$ cat src/rtl/keypad_pkg.sv
// Shared keypad constants: idle scan code, debounce thresholds and filter FSM encoding.
package keypad_pkg;

  localparam logic [3:0] DEF_NO_KEY     = 4'd9;
  localparam int         DEF_HIT_CNT    = 3;
  localparam int         DEF_MISS_CNT   = 8;
  localparam int         DEF_FIFO_DEPTH = 4;
  localparam int         KEY_W          = 4;

  typedef enum logic [1:0] {
    ST_IDLE = 2'd0,
    ST_CAND = 2'd1,
    ST_HELD = 2'd2
  } state_t;

  // Any code at or above the idle code counts as "no key".
  function automatic logic is_hit(input logic [3:0] code, input logic [3:0] no_key);
    return code < no_key;
  endfunction

endpackage

$ cat src/rtl/key_fifo.sv
// Circular event queue; push lands one edge later on pop_vld, pop on pop_vld && pop_rdy.
// When full, a push is accepted only alongside a pop; otherwise it is dropped and flagged.
module key_fifo #(
  parameter int DEPTH = 4,
  parameter int WIDTH = 4,
  localparam int PW = (DEPTH > 1) ? $clog2(DEPTH) : 1,
  localparam int CW = $clog2(DEPTH + 1)
) (
  input  logic             clk_100Hz,
  input  logic             reset,
  input  logic             push_vld,
  input  logic [WIDTH-1:0] push_dat,
  output logic             push_drop,
  output logic             pop_vld,
  input  logic             pop_rdy,
  output logic [WIDTH-1:0] pop_dat,
  output logic [CW-1:0]    count
);

  logic [WIDTH-1:0] mem [DEPTH];
  logic [PW-1:0]    head;
  logic [PW-1:0]    tail;
  logic             full;
  logic             do_push;
  logic             do_pop;

  function automatic logic [PW-1:0] wrap_inc(input logic [PW-1:0] p);
    return (p == PW'(DEPTH - 1)) ? '0 : p + PW'(1);
  endfunction

  assign pop_vld   = (count != '0);
  assign full      = (count == CW'(DEPTH));
  assign do_pop    = pop_vld && pop_rdy;
  // A pop in the same edge frees the slot the tail is about to overwrite.
  assign do_push   = push_vld && (!full || do_pop);
  assign push_drop = push_vld && !do_push;
  assign pop_dat   = mem[head];

  always_ff @(posedge clk_100Hz or posedge reset) begin
    if (reset) begin
      head  <= '0;
      tail  <= '0;
      count <= '0;
      for (int i = 0; i < DEPTH; i++) mem[i] <= '0;
    end else begin
      if (do_push) begin
        mem[tail] <= push_dat;
        tail      <= wrap_inc(tail);
      end
      if (do_pop) head <= wrap_inc(head);
      case ({do_push, do_pop})
        2'b10:   count <= count + CW'(1);
        2'b01:   count <= count - CW'(1);
        default: ;
      endcase
    end
  end

endmodule

$ cat src/rtl/key_event_filter.sv
// Debounces scanner samples into one queued event per press; event visible the edge after the
// confirming sample. Consumer drains with ev_ready; a confirm into a full queue sets sticky overflow.
module key_event_filter
  import keypad_pkg::*;
#(
  parameter logic [3:0] NO_KEY     = DEF_NO_KEY,
  parameter int         HIT_CNT    = DEF_HIT_CNT,
  parameter int         MISS_CNT   = DEF_MISS_CNT,
  parameter int         FIFO_DEPTH = DEF_FIFO_DEPTH
) (
  input  logic       clk_100Hz,
  input  logic       reset,
  input  logic [3:0] key_value,
  input  logic       ev_ready,
  output logic       ev_valid,
  output logic [3:0] ev_key,
  output logic [2:0] ev_count,
  output logic       key_down,
  output logic       overflow
);

  localparam int HW = $clog2(HIT_CNT + 1);
  localparam int MW = $clog2(MISS_CNT + 1);
  localparam int CW = $clog2(FIFO_DEPTH + 1);

  state_t        state;
  logic [3:0]    cand;
  logic [HW-1:0] hits;
  logic [MW-1:0] miss;

  logic          sample_hit;
  logic          same_key;
  logic          push_vld;
  logic          push_drop;
  logic [CW-1:0] fifo_count;

  assign sample_hit = is_hit(key_value, NO_KEY);
  assign same_key   = sample_hit && (key_value == cand);

  // The confirming sample pushes on the same edge that enters HELD.
  always_comb begin
    push_vld = 1'b0;
    if (state == ST_CAND && same_key && hits == HW'(HIT_CNT - 1)) push_vld = 1'b1;
  end

  always_ff @(posedge clk_100Hz or posedge reset) begin
    if (reset) begin
      state    <= ST_IDLE;
      cand     <= '0;
      hits     <= '0;
      miss     <= '0;
      key_down <= 1'b0;
    end else begin
      case (state)
        ST_IDLE: begin
          if (sample_hit) begin
            cand  <= key_value;
            hits  <= HW'(1);
            miss  <= '0;
            state <= ST_CAND;
          end
        end
        ST_CAND: begin
          if (same_key) begin
            hits <= hits + HW'(1);
            miss <= '0;
            if (push_vld) begin
              state    <= ST_HELD;
              key_down <= 1'b1;
            end
          end else if (sample_hit) begin
            cand <= key_value;
            hits <= HW'(1);
            miss <= '0;
          end else if (miss == MW'(MISS_CNT - 1)) begin
            state <= ST_IDLE;
            hits  <= '0;
            miss  <= '0;
          end else begin
            miss <= miss + MW'(1);
          end
        end
        ST_HELD: begin
          // A different key while held only counts toward release, never a new event.
          if (same_key) begin
            miss <= '0;
          end else if (miss == MW'(MISS_CNT - 1)) begin
            state    <= ST_IDLE;
            key_down <= 1'b0;
            hits     <= '0;
            miss     <= '0;
          end else begin
            miss <= miss + MW'(1);
          end
        end
        default: begin
          state    <= ST_IDLE;
          key_down <= 1'b0;
        end
      endcase
    end
  end

  key_fifo #(
    .DEPTH (FIFO_DEPTH),
    .WIDTH (KEY_W)
  ) u_fifo (
    .clk_100Hz (clk_100Hz),
    .reset     (reset),
    .push_vld  (push_vld),
    .push_dat  (cand),
    .push_drop (push_drop),
    .pop_vld   (ev_valid),
    .pop_rdy   (ev_ready),
    .pop_dat   (ev_key),
    .count     (fifo_count)
  );

  assign ev_count = 3'(fifo_count);

  always_ff @(posedge clk_100Hz or posedge reset) begin
    if (reset)          overflow <= 1'b0;
    else if (push_drop) overflow <= 1'b1;
  end

endmodule

$ cat config.mk
export PLATFORM = sky130hd
export DESIGN_NAME = key_event_filter
export DESIGN_NICKNAME = d
export VERILOG_FILES = /design/src/rtl/keypad_pkg.sv /design/src/rtl/key_fifo.sv /design/src/rtl/key_event_filter.sv
export SDC_FILE = /design/constraint.sdc
export NUM_CORES = 1
export LEC_CHECK = 0
export ABC_AREA = 1
export BUFFER_PORTS_ARGS = -buffer_cell sky130_fd_sc_hd__buf_2
export CAP_MARGIN = 10
export CELL_PAD_IN_SITES_DETAIL_PLACEMENT = 1
export CELL_PAD_IN_SITES_GLOBAL_PLACEMENT = 1
export CORE_ASPECT_RATIO = 0.6
export CORE_MARGIN = 3
export CORE_UTILIZATION = 45
export CTS_CLUSTER_DIAMETER = 120
export DETAILED_ROUTE_END_ITERATION = 7
export HOLD_SLACK_MARGIN = 0.08
export PLACE_DENSITY = 0.78
export SETUP_SLACK_MARGIN = 0.15
export SLEW_MARGIN = 20
export SYNTH_ARGS = -nofsm -noshare
export SYNTH_HDL_FRONTEND = slang
export SYNTH_HIERARCHICAL = 1
export SYNTH_SLANG_ARGS = --single-unit
$ cat constraint.sdc
create_clock -name clk_100Hz -period 2.4 [get_ports clk_100Hz]
set_input_delay 0.12 -clock clk_100Hz [delete_from_list [all_inputs] [get_ports clk_100Hz]]
set_output_delay 0.12 -clock clk_100Hz [all_outputs]
set_load 0.005 [all_outputs]
==> results of run 1 <==
[sequential cells by signal, indices dropped and copies added, names as in the netlist, 2 cells and up]
| register | count |
|---|---|
| u_fifo/head | 2 |
| u_fifo/count | 3 |
| cand | 4 |
| state | 2 |
| hits | 2 |
| miss | 4 |
| u_fifo/mem | 16 |
| u_fifo/tail | 2 |
[how the worst max path moves through the flow]
stage / start / endpoint / slack, ns / depth (start not counted)
after floorplan: state[1] / u_fifo/count[1] / 0.27 / 9
after global placement: cand[3] / u_fifo/count[1] / 0.28 / 11
after detailed placement: cand[3] / u_fifo/count[2] / 0.21 / 14
after CTS: cand[3] / u_fifo/count[2] / 0.16 / 14
after global routing: cand[3] / u_fifo/count[2] / 0.15 / 14
final: cand[3] / u_fifo/count[1] / 0.31 / 10
[power by group through the flow]
stage                     clock [W]  sequential [W]  combinational (W)
after detailed placement          0        0.000899            0.00124
after CTS                  0.000590        0.000888            0.00125
after floorplan                   0        0.000866           0.000842
final                      0.000581        0.000878            0.00132
after global placement            0        0.000891            0.00120
after global routing       0.000633        0.000897            0.00149
[worst max-delay path, delay by kind of cell (launching register included)]
| family | cells | cell delay (ns) |
|---|---|---|
| AO/OA/AOI/OAI | 1 | 0.14 |
| adder cells (fa/ha/maj) | 2 | 0.62 |
| buffers and inverters | 1 | 0.06 |
| flip-flops | 1 | 0.44 |
| AND/OR/NAND/NOR | 6 | 0.75 |
[cell usage in the layout (no fill, tap or decap), types with 3 or more instances in the layout]
cell type | netlist | final
buf_2 | 2 | 16
buf_4 | 1 | 11
clkbuf_8 | 0 | 6
dfrtp_1 | 37 | 36
ha_1 | 12 | 11
inv_1 | 38 | 37
nand2_1 | 80 | 79
nand3_1 | 12 | 12
nand3_2 | 4 | 4
nand4_1 | 18 | 18
nor2_1 | 13 | 13
nor2_2 | 4 | 3
nor2_4 | 3 | 4
o21ai_0 | 21 | 21
o22ai_1 | 5 | 5
[final cells by class]
class / instances / share of cell area, %
clock buffer: 6 / 3.196
clock inverter: 2 / 1.453
inverter: 38 / 5.521
multi-input combinational: 195 / 44.21
sequential: 37 / 35.88
tap: 63 / 3.051
timing repair buffer: 28 / 6.683
[per-layer routing]
metal  wire, um  track usage (%)  vias up
met2       2562            31.18       43
met1       3195            33.52      958
met4         63            4.600        0
met3        294            5.626        7
met5          0                0        -
li1           -                -      966
[logic make-up (layout without fill, tap and decap cells)]
family,Yosys count,count (layout),synth area share [%]
flip-flops,37,37,41.62
XOR/XNOR,3,3,1.181
buffers and inverters,43,74,7.874
AND/OR/NAND/NOR,143,143,31.72
adder cells (fa/ha/maj),13,13,7.649
multiplexers,1,1,0.4500
AO/OA/AOI/OAI,35,35,9.505
[metrics by stage]
stage	power, W	instances	setup slack (ns)	utilization, %	hold slack, ns
6_report	0.002782	369	0.3097	55.45	0.1616
3_3_place_gp	0.002093	356	0.2796	51.58	0.2435
4_1_cts	0.002732	365	0.1576	54.38	0.1613
3_5_place_dp	0.002140	356	0.2073	51.58	0.2383
5_1_grt	0.003021	369	0.1484	55.45	0.1603
2_1_floorplan	0.001708	275	0.2701	-	0.009219
[timing repair]
item                                    in CTS  in global routing
hold buffers                                 1                  0
hold endpoints to repair                    37                  0
gates resized for setup                      0                  7
endpoints found under the setup margin       0                  2
buffers inserted                             0                  4
==> key figures, run 1 <==
Die
  • Die Ht: 60.47 um
  • Initial Util: ~48%
  • I/O pin total: 17
  • Area of the die: 5851 um^2
  • Core Region: approximately 4700 um^2
  • Row cnt: 19
  • Die W: around 97 um

GRT
  • Global-route wire length before repair: 10.19 mm
  • Gr usage total: between 20 and 25%
  • Gr ovfl total: 0
  • Vias in the first global route: 2,029
  • Pin count of the biggest net entering global routing: 24
  • Initial antenna violation count: 0

STA
  • Fmax: about 480 MHz
  • TNS Setup: 0 ns
  • Worst Tran Pin Value: between 0.9 and 1 ns
  • Final Setup Violations: 0
  • Slew headroom: between 30% and 40%
  • Tmin final: around 2.1 ns
  • Final hold vios: 0
  • Crit share post-route: 87.10%
  • Count of pins over their slew limit: 0
  • RSZ-0062 raised after global routing: false
  • Clk_skew: 0.003264 ns

Worst setup path
  • Worst r2r dst: u_fifo/count[1]
  • Setup crit end kind: register
  • CP cell instances: nand2_1, nand2_1, nor2_4, nand3_2, nor3_4, nand2_2, ha_2, inv_2, fa_2, o21ai_0
  • Worst endpoint required time: 2.61 ns
  • Crit path DAT: about 2.3 ns
  • Cells on worst reg2reg path: 10
  • Crit start category: register
  • Crit Path Class: reg2reg
  • Max FO, Critical Path: 5
  • R2r setup slk: approximately 0.31 ns
  • Reg-to-reg critical path startpoint: cand[3]
  • Crit-path most repeated cell: nand2_1
  • Slowest CP cell: dfrtp_2
  • Crit-path max cell delay: between 0.4 and 0.5 ns

Cells and area
  • Layout area overhead: 16.14%
  • Area of the multi-input gates: 1142 um^2
  • Nets@finish: approximately 330
  • Register area: 927.1 um^2
  • Fin area: approximately 2600 um^2
  • Number of inserted diodes: 0
  • Layout filler cell count: roughly 600
  • Share of layout cells above drive strength 1: between 20% and 30%

Logic synthesis
  • Async set-reset flop share out of synthesis: 100.0%
  • Avg Cell Area, Syn: about 8.1 um^2
  • Sequential element share of the synthesized area: a little over two fifths
  • Most used DFF post-synth: dfrtp_1
  • Synth unique cells: 34
  • Post-synthesis cell count: 275
  • Share of the synthesized area in the top cell type: 41.62%
  • Yosys reg bits: 37
  • Top post-synthesis cells by count: 80 x nand2_1, 38 x inv_1, 37 x dfrtp_1
  • Largest cells by area after synthesis: dfrtp_1 42%, nand2_1 13%, ha_1 6.7%, inv_1 6.4%, nand4_1 5.1%
  • EDFF count, synth: 0
  • Leading area contributor after synthesis: dfrtp_1
  • Cell Area, Synth: 2225 um^2
  • Most common cell in the netlist: nand2_1
  • Syn nets: ~300
  • Syn. warnings: 6

Detailed routing
  • Initial drt markers: just over 70
  • Total number of vias: approximately 2,000
  • Post-DR wirelength/cell: around 17 um
  • Vias/cell: about 5.3
  • Drt total wl: 6.116 mm
  • Antenna Nets Post-Route: 0
  • First-pass DRT Iterations: 4
  • Drt drc: 0

Hold path
  • Hold Crit Start: key_value[3]
  • Worst min-delay path class: in2reg
  • Hold depth: 3
  • Hold Path Sink: cand[3]

Pwr
  • Net Sw Frac: a little over two fifths
  • Int Power: about 0.0016 W
  • Flop pwr share: between 30% and 40%
  • Power Dens Cells: roughly 1100 nW/um^2
  • Clock share of power: between 20% and 30%
  • P_sw: 0.001200 W
  • Maximum VDD drop: around 0.52 mV
  • Combinational Power Share: between 40 and 50%
  • Leakage: 1.362 nW

Clocking
  • Sink Count: 37
  • Bufs on Longest Clock Path: 2
  • CTS tree: built
  • TritonCTS Buffers: 5
  • H-tree Lvls: 2
  • CTS clock-pin slew for the worst setup and hold paths: 0.08 ns
  • Clock Root Buffer: clkbuf_8
  • Clock latency on the worst-skew pair: 0.29 ns

Placement
  • Port bufs: 16
  • DPL Wire Length: 4.545 mm
  • Placer Congestion: between 0.8 and 0.9
  • Post-DP Area: between 2000 and 2500 um^2

Status
  • Status: complete, no violations

Run
  • Max-Cap Viols: 0
No activity file was read; power rests on OpenSTA's default activity.
==> run 2, diff against run 1 <==
--- a/config.mk
+++ b/config.mk
@@ -5,19 +5,19 @@
 export SDC_FILE = /design/constraint.sdc
 export NUM_CORES = 1
 export LEC_CHECK = 0
-export ABC_AREA = 1
 export BUFFER_PORTS_ARGS = -buffer_cell sky130_fd_sc_hd__buf_2
 export CAP_MARGIN = 10
 export CELL_PAD_IN_SITES_DETAIL_PLACEMENT = 1
 export CELL_PAD_IN_SITES_GLOBAL_PLACEMENT = 1
 export CORE_ASPECT_RATIO = 0.6
 export CORE_MARGIN = 3
-export CORE_UTILIZATION = 45
+export CORE_UTILIZATION = 48
 export CTS_CLUSTER_DIAMETER = 120
 export DETAILED_ROUTE_END_ITERATION = 7
+export GPL_TIMING_DRIVEN = 0
 export HOLD_SLACK_MARGIN = 0.08
 export PLACE_DENSITY = 0.78
-export SETUP_SLACK_MARGIN = 0.15
+export SETUP_SLACK_MARGIN = 0.02
 export SLEW_MARGIN = 20
 export SYNTH_ARGS = -nofsm -noshare
 export SYNTH_HDL_FRONTEND = slang
==> key figures, run 2 <==
Status
  • Status: complete, no violations

Detailed routing
  • Antenna Nets Post-Route: 0
  • Vias/cell: 5.667
  • Initial drt markers: 42
  • Total number of vias: 1,547
  • First-pass DRT Iterations: 4
  • Post-DR wirelength/cell: roughly 20 um
  • Drt drc: 0
  • Drt total wl: 5.504 mm

Worst setup path
  • Crit path DAT: about 2.5 ns
  • Setup crit end kind: register
  • Worst endpoint required time: between 2 and 3 ns
  • Max FO, Critical Path: 6
  • Crit start category: register
  • Crit Path Class: reg2reg
  • Cells on worst reg2reg path: 11

Cells and area
  • Nets@finish: roughly 230
  • Reg with most FFs: u_fifo/mem
  • Biggest regs: u_fifo/mem x16, cand x4, miss x4
  • Most common cell after layout, fill and taps aside: dfrtp_1
  • Post-Layout Cell Count: about 270
  • Largest register FFs: 16
  • Layout filler cell count: 430
  • Layout area overhead: 19.35%
  • Share of layout cells above drive strength 1: ~40%
  • Number of inserted diodes: 0
  • Most frequent cells in the layout: 33 x dfrtp_1, 24 x mux2_2, 16 x buf_2

Die
  • Die W: around 92 um
  • Initial Util: about half
  • Core Region: 4189 um^2
  • Row cnt: 18
  • I/O pin total: 17
  • Area of the die: about 5300 um^2
  • Die Ht: a little under 60 um

Clocking
  • Clock Root Buffer: clkbuf_8
  • Bufs on Longest Clock Path: 2
  • CTS tree: built
  • H-tree Lvls: 2
  • CTS clock-pin slew for the worst setup and hold paths: approximately 0.08 ns
  • Sink Count: 37
  • Clock latency on the worst-skew pair: approximately 0.29 ns
  • TritonCTS Buffers: 5

Hold path
  • Worst min-delay path class: in2reg
  • Hold depth: 2

Logic synthesis
  • Largest cells by area after synthesis: dfrtp_1 43%, mux2_2 13%, ha_1 7.0%, mux4_2 4.2%, nor2_1 2.5%
  • Synth unique cells: 45
  • Sequential element share of the synthesized area: between 40% and 50%
  • Most used DFF post-synth: dfrtp_1
  • Cell Area, Synth: roughly 2100 um^2
  • EDFF count, synth: 0
  • Async set-reset flop share out of synthesis: 100.0%
  • Top post-synthesis cells by count: 37 x dfrtp_1, 24 x mux2_2, 14 x nor2_1
  • Share of the synthesized area in the top cell type: a little over two fifths
  • Most common cell in the netlist: dfrtp_1
  • Syn. warnings: 6
  • Syn nets: between 200 and 250
  • Avg Cell Area, Syn: about 12 um^2
  • Yosys reg bits: 37
  • Leading area contributor after synthesis: dfrtp_1
  • Post-synthesis cell count: roughly 180

STA
  • Post-route setup slack: approximately 0.089 ns
  • Final Setup Violations: 0
  • Slew headroom: between 40% and 50%
  • Count of pins over their slew limit: 0
  • Fmax: 432.8 MHz
  • Hold_ws: around 0.17 ns
  • Final hold vios: 0
  • TNS Setup: 0 ns
  • RSZ-0062 raised after global routing: true
  • Crit share post-route: between 90% and 100%
  • Clk_skew: 0.006888 ns
  • Tmin final: between 2 and 2.5 ns
  • Worst Tran Pin Value: approximately 0.87 ns

Pwr
  • Power Dens Cells: 1059 nW/um^2
  • Leakage: 1.181 nW
  • Maximum VDD drop: between 0.4 and 0.5 mV

Run
  • Max-Cap Viols: 0

Placement
  • DPL Wire Length: slightly below 4 mm
  • Port bufs: 16
  • Pre-CTS setup slack: -0.3531 ns
  • Placed cell count: 259
  • Placer Congestion: between 0.8 and 0.9

GRT
  • Vias in the first global route: between 1,500 and 2,000
  • Gr usage total: a little under a quarter
  • Gr ovfl total: 0
  • Pin count of the biggest net entering global routing: 24
  • Initial antenna violation count: 0
  • Global-route wire length before repair: just over 9 mm
[run 2: critical path, cell delays in order, from the launching register on]
cell      delay, ns
dfrtp_2        0.47
xor2_4         0.18
nor4_4         0.29
and2_4         0.20
and3_4         0.24
nand2b_4       0.07
ha_4           0.16
inv_2          0.05
fa_2           0.18
xor2_1         0.14
nor2_1         0.07
xor2_1         0.14
[run 2: final cells by class]
class	count	area (um^2)	area share, %
multi-input combinational	129	1206	47.37
sequential	37	930.9	36.56
timing repair buffer	24	142.6	5.602
tap	60	75.07	2.948
clock buffer	5	68.82	2.703
clock inverter	3	65.06	2.555
inverter	12	45.04	1.769
buffer	3	12.51	0.4914
[run 2: path summary, 6_finish.rpt]
path	start	endpoint	slack, ns
max	cand[1]	u_fifo/count[2]	0.09
min	key_value[2]	cand[2]	0.17
max reg2reg	cand[1]	u_fifo/count[2]	0.09
min reg2reg	overflow	overflow	0.47
max in group asynchronous	reset	u_fifo/mem[10]	1.28
min in group asynchronous	reset	key_down	0.46
[run 2: cells by family after synthesis]
family,synth area share [%]
AND/OR/NAND/NOR,13.72
flip-flops,43.40
multiplexers,17.83
AO/OA/AOI/OAI,10.32
buffers and inverters,3.871
adder cells (fa/ha/maj),7.976
XOR/XNOR,2.874
[run 2: metrics by stage]
| step | instance area, um^2 | utilization [%] | power (W) |
|---|---|---|---|
| after floorplan | 2168 | - | 0.001666 |
| after global placement | 2323 | 55.47 | 0.001870 |
| after detailed placement | 2323 | 55.47 | 0.001963 |
| after CTS | 2516 | 60.07 | 0.002661 |
| after global routing | 2546 | 60.78 | 0.002908 |
| final | 2546 | 60.78 | 0.002697 |
[run 2: timing repair]
item,4_1_cts,5_1_grt
hold buffers,1,0
buffers inserted,3,4
hold endpoints to repair,37,0
pin swaps,2,6
gates resized for setup,10,6
endpoints found under the setup margin,19,18
[run 2: metal layers]
metal  part of all wire (%)  wire length, um  track usage, %
met2                     47             2607           36.62
met1                     48             2669           32.65
met5                      0                0               0
met3                    2.9              162           5.318
met4                    1.2               65           5.285
[run 2: power by group]
group	leakage (nW)	switching (W)	internal, W	total, W
Sequential	0.484	0.000205	0.000762	0.000968
Combinational	0.629	0.000580	0.000508	0.00109
Clock	0.0681	0.000229	0.000413	0.000642
==> run 3, diff against run 2 <==
--- a/config.mk
+++ b/config.mk
@@ -7,16 +7,16 @@
 export LEC_CHECK = 0
 export BUFFER_PORTS_ARGS = -buffer_cell sky130_fd_sc_hd__buf_2
 export CAP_MARGIN = 10
-export CELL_PAD_IN_SITES_DETAIL_PLACEMENT = 1
-export CELL_PAD_IN_SITES_GLOBAL_PLACEMENT = 1
+export CELL_PAD_IN_SITES_DETAIL_PLACEMENT = 2
+export CELL_PAD_IN_SITES_GLOBAL_PLACEMENT = 2
 export CORE_ASPECT_RATIO = 0.6
 export CORE_MARGIN = 3
-export CORE_UTILIZATION = 48
+export CORE_UTILIZATION = 40
 export CTS_CLUSTER_DIAMETER = 120
 export DETAILED_ROUTE_END_ITERATION = 7
 export GPL_TIMING_DRIVEN = 0
 export HOLD_SLACK_MARGIN = 0.08
-export PLACE_DENSITY = 0.78
+export PLACE_DENSITY = 0.77
 export SETUP_SLACK_MARGIN = 0.02
 export SLEW_MARGIN = 20
 export SYNTH_ARGS = -nofsm -noshare
==> key figures, run 3 (synthesized netlist as in run 2, its figures left out) <==
Status
  • Status: complete, but fails checks
  • Violated checks: negative setup slack

GRT
  • Global-route wire length before repair: 10.98 mm
  • Pin count of the biggest net entering global routing: 24
  • Vias in the first global route: around 1,900
  • Gr ovfl total: 0
  • Initial antenna violation count: 0
  • Gr usage total: between 20 and 25%

Worst setup path
  • Crit start category: register
  • Crit Path Class: reg2reg
  • Worst endpoint required time: roughly 2.6 ns
  • Crit path DAT: approximately 2.6 ns
  • Max FO, Critical Path: 6
  • Setup crit end kind: register

Clocking
  • Sink Count: 37
  • Clock Root Buffer: clkbuf_8
  • CTS tree: built
  • Clock latency on the worst-skew pair: slightly below 0.3 ns
  • CTS clock-pin slew for the worst setup and hold paths: roughly 0.08 ns
  • Bufs on Longest Clock Path: 2
  • H-tree Lvls: 2
  • TritonCTS Buffers: 5

Cells and area
  • Most common cell after layout, fill and taps aside: dfrtp_1
  • Share of layout cells above drive strength 1: about two fifths
  • Reg with most FFs: u_fifo/mem
  • Nets@finish: 239
  • Biggest regs: u_fifo/mem x16, cand x4, miss x4
  • Layout area overhead: 21.76%
  • Most frequent cells in the layout: 33 x dfrtp_1, 24 x mux2_2, 16 x buf_2
  • Number of inserted diodes: 0
  • Final core utilization: approximately 54%
  • Largest register FFs: 16
  • Layout filler cell count: 464

Pwr
  • Combinational Power Share: 44.1%
  • Int Power: around 0.0018 W
  • Power Dens Cells: between 1000 and 1500 nW/um^2
  • Maximum VDD drop: slightly below 0.5 mV
  • Clock share of power: around 22%
  • Leakage: 1.215 nW
  • P_sw: 0.001120 W
  • Flop pwr share: around 33%
  • Net Sw Frac: 38.92%
  • Pwr Total: 0.002878 W

STA
  • Count of pins over their slew limit: 0
  • RSZ-0062 raised after global routing: true
  • Post-route setup slack: -0.008007 ns
  • Final hold vios: 0
  • TNS Setup: -0.008007 ns
  • Crit share post-route: 100.3%
  • Clk_skew: about 0.004 ns
  • Tmin final: around 2.4 ns
  • Slew headroom: 39.93%
  • Worst Tran Pin Value: ~0.9 ns
  • Fmax: 415.3 MHz
  • Final Setup Violations: 1

Die
  • Row cnt: 19
  • Area of the die: 6275 um^2
  • Die W: 100.3 um
  • Die Ht: 62.57 um
  • Initial Util: a little over two fifths
  • Core Region: ~4800 um^2
  • I/O pin total: 17

Placement
  • DPL Wire Length: 4.514 mm
  • Port bufs: 16
  • Placer Congestion: 0.7874

Detailed routing
  • Initial drt markers: between 60 and 70
  • Vias/cell: between 5 and 6
  • Post-DR wirelength/cell: around 23 um
  • Total number of vias: 1,609
  • First-pass DRT Iterations: 4
  • Antenna Nets Post-Route: 0
  • Drt drc: 0
  • Drt total wl: ~6.6 mm

Run
  • Max-Cap Viols: 0

Hold path
  • Worst min-delay path class: in2reg
==> run 3: power by group through the flow <==
stage | combinational (W) | clock (W) | sequential (W)
2_1_floorplan | 0.000754 | 0 | 0.000913
3_3_place_gp | 0.000937 | 0 | 0.000954
3_5_place_dp | 0.00104 | 0 | 0.000982
4_1_cts | 0.00114 | 0.000657 | 0.000967
5_1_grt | 0.00140 | 0.000692 | 0.000995
6_report | 0.00127 | 0.000645 | 0.000963
==> run 3: layer usage <==
| layer | share of wire [%] | GRT usage, % | vias to the layer above |
|---|---|---|---|
| met5 | 0 | 0 | - |
| met1 | 48 | 32.12 | 847 |
| li1 | - | - | 726 |
| met2 | 47 | 37.54 | 30 |
| met4 | 0.78 | 4.538 | 0 |
| met3 | 4.0 | 4.013 | 6 |
==> run 3: cell type report <==
class,count,area [um^2],share of cell area (%)
clock buffers,5,68.82,2.649
multi-input cells,129,1201,46.24
well taps,63,78.83,3.035
plain buffers,3,12.51,0.4817
repair buffers,31,195.2,7.514
clock inverters,3,65.06,2.505
inverters,12,45.04,1.734
flip-flops and latches,37,930.9,35.84
==> run 3: through the flow <==
stage	cells	hold WS (ns)	setup WS, ns	area (um^2)
global placement	262	0.2213	-0.2445	2327
global route	283	0.1764	-0.1220	2597
detailed placement	262	0.2316	-0.3928	2327
CTS	278	0.1691	-0.08287	2561
floorplan	183	0.009219	-0.05948	2168
finish	283	0.1705	-0.008007	2597
==> run 3: worst paths after layout <==
path	start	endpoint	slack (ns)	depth (start not counted)
max in group asynchronous	reset	u_fifo/count[2]	1.26	3
min in group asynchronous	reset	state[0]	0.47	3
hold reg to reg	overflow	overflow	0.49	1
hold / removal	key_value[0]	cand[0]	0.17	2
setup / recovery	cand[0]	u_fifo/count[2]	-0.008	11
setup reg to reg	cand[0]	u_fifo/count[2]	-0.008	11
==> run 3: timing repair <==
| action | in CTS | in global routing |
|---|---|---|
| buffers inserted | 7 | 7 |
| gates cloned | 0 | 0 |
| resized for setup | 11 | 4 |
| endpoints found under the hold margin | 37 | 0 |
| endpoints found under the setup margin | 19 | 24 |
| pin swaps | 7 | 6 |
| hold buffers | 1 | 0 |
==> run 3: worst max-delay path, stage by stage (launching register included) <==
cell and delay [ns]:
dfrtp_2 0.45, xor2_2 0.20, nor4_4 0.31, and2_4 0.23
and3_4 0.24, nand2b_4 0.07, ha_4 0.16, inv_2 0.06
fa_2 0.21, xor2_1 0.14, nor2_1 0.06, xor2_1 0.15
